### src/rtl/fetch_queue_pkg.sv
// Shared widths and helpers for the instruction fetch front end.
package fetch_queue_pkg;

  localparam int FQ_ADDR_LEN = 16;
  localparam int FQ_WORD_LEN = 16;
  localparam int FQ_DEPTH    = 2;

  // Occupancy counters must be able to hold the value DEPTH itself.
  function automatic int cnt_width(input int depth);
    return $clog2(depth) + 1;
  endfunction

endpackage

### src/rtl/fetch_fifo.sv
// Small synchronous FIFO of {pc, instr} entries with a single-cycle flush.
module fetch_fifo
  import fetch_queue_pkg::*;
#(
  parameter int W     = 32,
  parameter int DEPTH = FQ_DEPTH
) (
  input  logic                   clk,
  input  logic                   reset,
  input  logic                   flush,
  input  logic                   push,
  input  logic [W-1:0]           din,
  input  logic                   pop,
  output logic [W-1:0]           dout,
  output logic [$clog2(DEPTH):0] count,
  output logic                   empty,
  output logic                   full
);

  localparam int PW = $clog2(DEPTH);
  localparam int CW = PW + 1;

  logic [W-1:0]  mem [DEPTH];
  logic [PW-1:0] rd_ptr, wr_ptr;
  logic          do_push, do_pop;

  assign empty   = (count == '0);
  assign full    = (count == CW'(DEPTH));
  assign do_pop  = pop && !empty;
  assign do_push = push && (!full || do_pop);
  assign dout    = mem[rd_ptr];

  // Pointers and occupancy; flush and reset both empty the queue.
  always_ff @(posedge clk) begin
    if (!reset || flush) begin
      rd_ptr <= '0;
      wr_ptr <= '0;
      count  <= '0;
    end else begin
      if (do_push) wr_ptr <= wr_ptr + 1'b1;
      if (do_pop)  rd_ptr <= rd_ptr + 1'b1;
      count <= count + CW'(do_push) - CW'(do_pop);
    end
  end

  // Entry storage needs no reset; validity is tracked by count.
  always_ff @(posedge clk) begin
    if (do_push) mem[wr_ptr] <= din;
  end

endmodule

### src/rtl/fetch_queue.sv
// Instruction fetch front end: credit-limited requests to instruction memory,
// in-order response buffering with PC tags, and redirect flush with stale drop.
module fetch_queue
  import fetch_queue_pkg::*;
#(
  parameter int                  ADDR_LEN = FQ_ADDR_LEN,
  parameter int                  WORD_LEN = FQ_WORD_LEN,
  parameter int                  DEPTH    = FQ_DEPTH,
  parameter logic [ADDR_LEN-1:0] RESET_PC = '0
) (
  input  logic                clk,
  input  logic                reset,
  output logic                imem_req_valid,
  output logic [ADDR_LEN-1:0] imem_req_addr,
  input  logic                imem_req_ready,
  input  logic                imem_rsp_valid,
  input  logic [WORD_LEN-1:0] imem_rsp_data,
  input  logic                redirect_valid,
  input  logic [ADDR_LEN-1:0] redirect_pc,
  output logic                out_valid,
  output logic [WORD_LEN-1:0] out_instr,
  output logic [ADDR_LEN-1:0] out_pc,
  output logic [ADDR_LEN-1:0] out_next_pc,
  input  logic                out_ready
);

  localparam int CW = cnt_width(DEPTH);
  localparam int OW = CW + 1;

  logic [ADDR_LEN-1:0]          fetch_pc, rsp_pc, head_pc;
  logic [CW-1:0]                inflight, drop, count;
  logic [OW-1:0]                occupancy;
  logic [ADDR_LEN+WORD_LEN-1:0] head;
  logic                         empty, full, pop, push, req_fire;

  // A head leaving this cycle frees its slot before any new response can
  // land (earliest one cycle after acceptance), so it is credited here; this
  // is what sustains one instruction per cycle at DEPTH=2.
  assign pop       = reset && !redirect_valid && !empty && out_ready;
  assign occupancy = OW'(count) + OW'(inflight) - OW'(pop);

  assign imem_req_valid = reset && !redirect_valid && (occupancy < OW'(DEPTH));
  assign imem_req_addr  = fetch_pc;
  assign req_fire       = imem_req_valid && imem_req_ready;

  // Responses are kept only when no stale ones are still owed.
  assign push = reset && !redirect_valid && imem_rsp_valid && (drop == '0);

  fetch_fifo #(
    .W     (ADDR_LEN + WORD_LEN),
    .DEPTH (DEPTH)
  ) u_fifo (
    .clk   (clk),
    .reset (reset),
    .flush (redirect_valid),
    .push  (push),
    .din   ({rsp_pc, imem_rsp_data}),
    .pop   (pop),
    .dout  (head),
    .count (count),
    .empty (empty),
    .full  (full)
  );

  assign head_pc     = head[WORD_LEN +: ADDR_LEN];
  assign out_valid   = reset && !empty;
  assign out_pc      = reset ? head_pc : '0;
  assign out_next_pc = reset ? head_pc + 1'b1 : ADDR_LEN'(1);
  assign out_instr   = reset ? head[WORD_LEN-1:0] : '0;

  // Fetch/tag PCs and the outstanding-request bookkeeping.
  always_ff @(posedge clk) begin
    if (!reset) begin
      fetch_pc <= RESET_PC;
      rsp_pc   <= RESET_PC;
      inflight <= '0;
      drop     <= '0;
    end else if (redirect_valid) begin
      // Everything still outstanding becomes stale; a response arriving now
      // is one of them and is discarded immediately.
      fetch_pc <= redirect_pc;
      rsp_pc   <= redirect_pc;
      inflight <= '0;
      drop     <= drop + inflight
                  - CW'(imem_rsp_valid && ((drop != '0) || (inflight != '0)));
    end else begin
      if (req_fire) fetch_pc <= fetch_pc + 1'b1;
      if (push)     rsp_pc   <= rsp_pc + 1'b1;
      inflight <= inflight + CW'(req_fire) - CW'(push);
      if (imem_rsp_valid && (drop != '0)) drop <= drop - 1'b1;
    end
  end

  // Counter bounds and the no-overflow guarantee of the credit scheme.
  always_ff @(posedge clk) begin
    if (reset) begin
      assert (count <= CW'(DEPTH));
      assert (inflight <= CW'(DEPTH));
      assert (drop <= CW'(DEPTH));
      assert (!(push && full && !pop));
    end
  end

endmodule

### config.mk
export PLATFORM = sky130hd
export DESIGN_NAME = fetch_queue
export DESIGN_NICKNAME = d
export VERILOG_FILES = /design/src/rtl/fetch_queue_pkg.sv /design/src/rtl/fetch_fifo.sv /design/src/rtl/fetch_queue.sv
export SDC_FILE = /design/constraint.sdc
export NUM_CORES = 1
export LEC_CHECK = 0
export BUFFER_PORTS_ARGS = -buffer_cell sky130_fd_sc_hd__buf_2
export CAP_MARGIN = 10
export CORE_ASPECT_RATIO = 1.75
export CORE_MARGIN = 4
export CORE_UTILIZATION = 55
export CTS_CLUSTER_SIZE = 40
export DETAILED_ROUTE_END_ITERATION = 16
export GPL_TIMING_DRIVEN = 0
export PLACE_DENSITY = 0.78
export SLEW_MARGIN = 20
export SYNTH_ARGS = -nofsm -noshare
export SYNTH_HDL_FRONTEND = slang
export SYNTH_SLANG_ARGS = --single-unit
### constraint.sdc
create_clock -name clk -period 3.9 [get_ports clk]
set_clock_uncertainty 0.2 [all_clocks]
set_input_delay 0 -clock clk [delete_from_list [all_inputs] [get_ports clk]]
set_output_delay 0 -clock clk [all_outputs]
set_load 0.05 [all_outputs]
==> impl_metrics.yaml <==
grt:
  grt_usage_pct: 26.2
  overflow: 0
  grt_pass1_wl_um: 22400
  grt_pass1_vias: 4764
  grt_antenna_before_repair: 0
  grt_max_degree: 33
floorplanning:
  die_w_um: 82.3
  die_height_um: 138
  start_util_pct: 56.0
  coreArea_mm2: 0.00947
  rows: 47
  pin_count: 104
  die_area_mm2: 0.0113
detailed_routing:
  vias: 4695
  drtPass1Iterations: 5
  drtIter0Drc: 233
  ant_nets: 0
  vias_per_cell: 6.07
  post_drt_wl_per_cell_um: 18.5
  wl_um: 14400
  drc_errors: 0
timing:
  period_minus_slack_ns: 3.65
  worstMarginPinSlew_ns: 0.759
  final.period_utilization_pct: 93.6
  slew_headroom_pct: 49.4
  setup_viol: 0
  fmax_mhz: 274
  hold_viol_final: 0
  rsz0062_at_grt: "no"
  slew_viol_final: 0
  hold_slack_ns: 0.0795
worst_hold_path:
  hp-start: "redirect_valid"
  min_to: "imem_req_addr[9]$_SDFFE_PN0P_"
  hold_class: "in -> reg"
  whs_path_depth: 5
cts:
  h-tree-depth: 3
  post_cts_buffers: 0
  numCtsBuffers: 9
  cts_sinks: 105
  cts_resized: 0
  clkLatencyLatePin_ns: 0.35
  cts_tree: "done"
  clockBufferDepth: 2
  cts_hold_buf: 37
  clk_pin_slew_worst_paths_ns: 0.07
  root_buffer: "clkbuf_16"
worst_setup_path:
  r2r-start: "u_fifo.count[1]$_SDFF_PP0_"
  critical_path_class: "in -> reg"
  worst-path-max-fanout: 10
  cp-end-kind: "register"
  r2r_cells: 14
  r2r_end: "inflight[1]$_SDFF_PP0_"
  cp.arrival_ns: 3.68
  r2r_slack_ns: 0.34
  worst_setup_path_start_kind: "primary input"
  required_ns: 3.93
finish:
  fin_area_mm2: 0.00667
  layout.area.seq_mm2: 0.00274
  post_route_cells_drive_above_1_share_pct: 21.3
  final_nets: 698
  fin_util_pct: 70.5
  areaGrowthSynthToFinish_pct: 25.7
  layout_commonest_cell: "buf_2"
  layout_common_cells: "buf_2, edfxtp_1, nor2_1, dfxtp_1, dlygate4sd3_1"
  antenna_cells: 0
  num-fill-cells: 689
  layoutNonFillerInstCount: 774
  multi_input_area_mm2: 0.00240
power_and_ir_drop:
  worst_ir_drop_vdd_mv: 0.270
  finalPower_mw: 2.68
  power_density_mw_per_mm2: 402
  total_leakage_power_nw: 2.55
synthesis:
  avgSynthCellArea_um2: 10.7
  synth_nets: 547
  synth_area_mm2: 0.00531
  synth-seq-cells: 105
  yosys_warnings: 0
  synthArstFlopShare_pct: 0
  ys.flop_type: "edfxtp_1"
  yosysSeqAreaShare_pct: 51.7
  synth-edff-count: 64
  synth_cell_type_count: 58
  synth_cells: 496
job:
  maxCapViolCount: 0
placement:
  dpl_cell_area_mm2: 0.00601
  post-place-cells: 721
  dpl.hpwl_um: 10100
  gp_congestion: 0.919
  io_buffers: 102
status:
  status: "finished clean"
cell type report:
class / instances / share of cell area, %
buffer: 22 / 1.54
clock inverter: 2 / 0.169
clock buffer: 14 / 4.24
timing repair buffer: 140 / 13.6
sequential: 105 / 41.1
tap: 122 / 2.29
inverter: 19 / 1.11
multi-input combinational: 350 / 35.9
through the flow:
stage | setup TNS [ns] | worst slack [ns]
2_1_floorplan | 0 | 0.568
3_3_place_gp | -6.99 | -0.220
3_5_place_dp | 0 | 0.177
4_1_cts | 0 | 0.324
5_1_grt | 0 | 0.107
6_report | 0 | 0.249
cells in the mapped netlist, drive strengths merged (2+ instances only):
cell / count / share of area (%)
o221ai: 2 / 0.33
xnor2: 23 / 3.8
nor2b: 4 / 0.47
o21a: 4 / 0.57
a21boi: 3 / 0.42
a31oi: 13 / 1.5
nand4: 8 / 0.94
o31a: 3 / 0.50
nor2: 49 / 3.6
dfxtp: 41 / 15
o21ai: 16 / 1.5
and4b: 4 / 0.75
nor4b: 2 / 0.33
a21oi: 21 / 2.0
nand3: 17 / 1.6
nand2b: 3 / 0.35
o2bb2ai: 2 / 0.33
and2: 11 / 1.3
clkbuf: 16 / 1.2
ha: 12 / 2.8
o311ai: 2 / 0.33
nand3b: 3 / 0.42
nor3: 12 / 1.1
and3b: 2 / 0.33
mux2i: 32 / 6.0
o211ai: 4 / 0.57
inv: 18 / 1.3
and4: 9 / 1.5
or4: 7 / 0.99
or2: 2 / 0.24
edfxtp: 64 / 36
nor4: 12 / 1.4
nand2: 26 / 1.8
o31ai: 3 / 0.42
nand4b: 3 / 0.78
buf: 6 / 0.78
xor2: 7 / 1.2
and3: 10 / 1.2
mux2: 7 / 1.5
registers in the layout, indices dropped and copies added (netlist names), named ones only:
register       count
drop               2
u_fifo.mem        64
rsp_pc            16
imem_req_addr     16
inflight           2
u_fifo.rd_ptr      1
u_fifo.count       2
u_fifo.wr_ptr      1
critical path, cell delays in order:
cell and delay, ns:
dlygate4sd3_1 0.56, buf_2 0.18, nand2b_1 0.25, nor2_1 0.09
ha_1 0.27, nand2b_1 0.16, fa_1 0.42, xnor2_1 0.62
nor2_4 0.19, inv_4 0.17, ha_1 0.25, inv_1 0.06
ha_1 0.15, xnor2_1 0.13, xnor2_1 0.14, nor2_1 0.06
worst max-delay path by stage:
stage | start | endpoint | slack [ns] | cells past startpoint
2_1_floorplan | register | out_next_pc[10] | 0.57 | 8
3_3_place_gp | drop[0]$_SDFFE_PN0P_ | u_fifo.mem[0][15]$_DFFE_PP_ | -0.22 | 6
3_5_place_dp | redirect_valid | inflight[1]$_SDFF_PP0_ | 0.18 | 16
4_1_cts | reset | inflight[1]$_SDFF_PP0_ | 0.32 | 16
5_1_grt | reset | inflight[1]$_SDFF_PP0_ | 0.11 | 16
6_report | reset | inflight[1]$_SDFF_PP0_ | 0.25 | 16
kinds of logic (layout without fill, tap and decap cells):
family	after synthesis	in the layout	share of synthesized area, %
and+or+nand+nor	186	186	19.4
DFF	105	105	51.7
AOI/OAI and AO/OA	82	82	9.88
buffers and inverters	41	197	3.32
muxes	39	39	7.52
xor gates and xnor gates	30	30	4.95
adders and majority gates	13	13	3.21
per-layer routing:
layer  wire, um  up-vias  global-route usage [%]
met4        631        0                    16.6
li1           -     2164                       -
met5          0        -                       0
met1       5060     2203                    26.7
met3       1100       58                    4.29
met2       7560      270                    47.7
report_power, final:
part | internal (mW) | leakage [nW] | switching (mW)
Combinational | 0.174 | 1.48 | 0.343
Sequential | 1.24 | 0.924 | 0.0535
Clock | 0.502 | 0.143 | 0.374
Total | 1.91 | 2.55 | 0.770
Power figures use the tool's default switching activity.
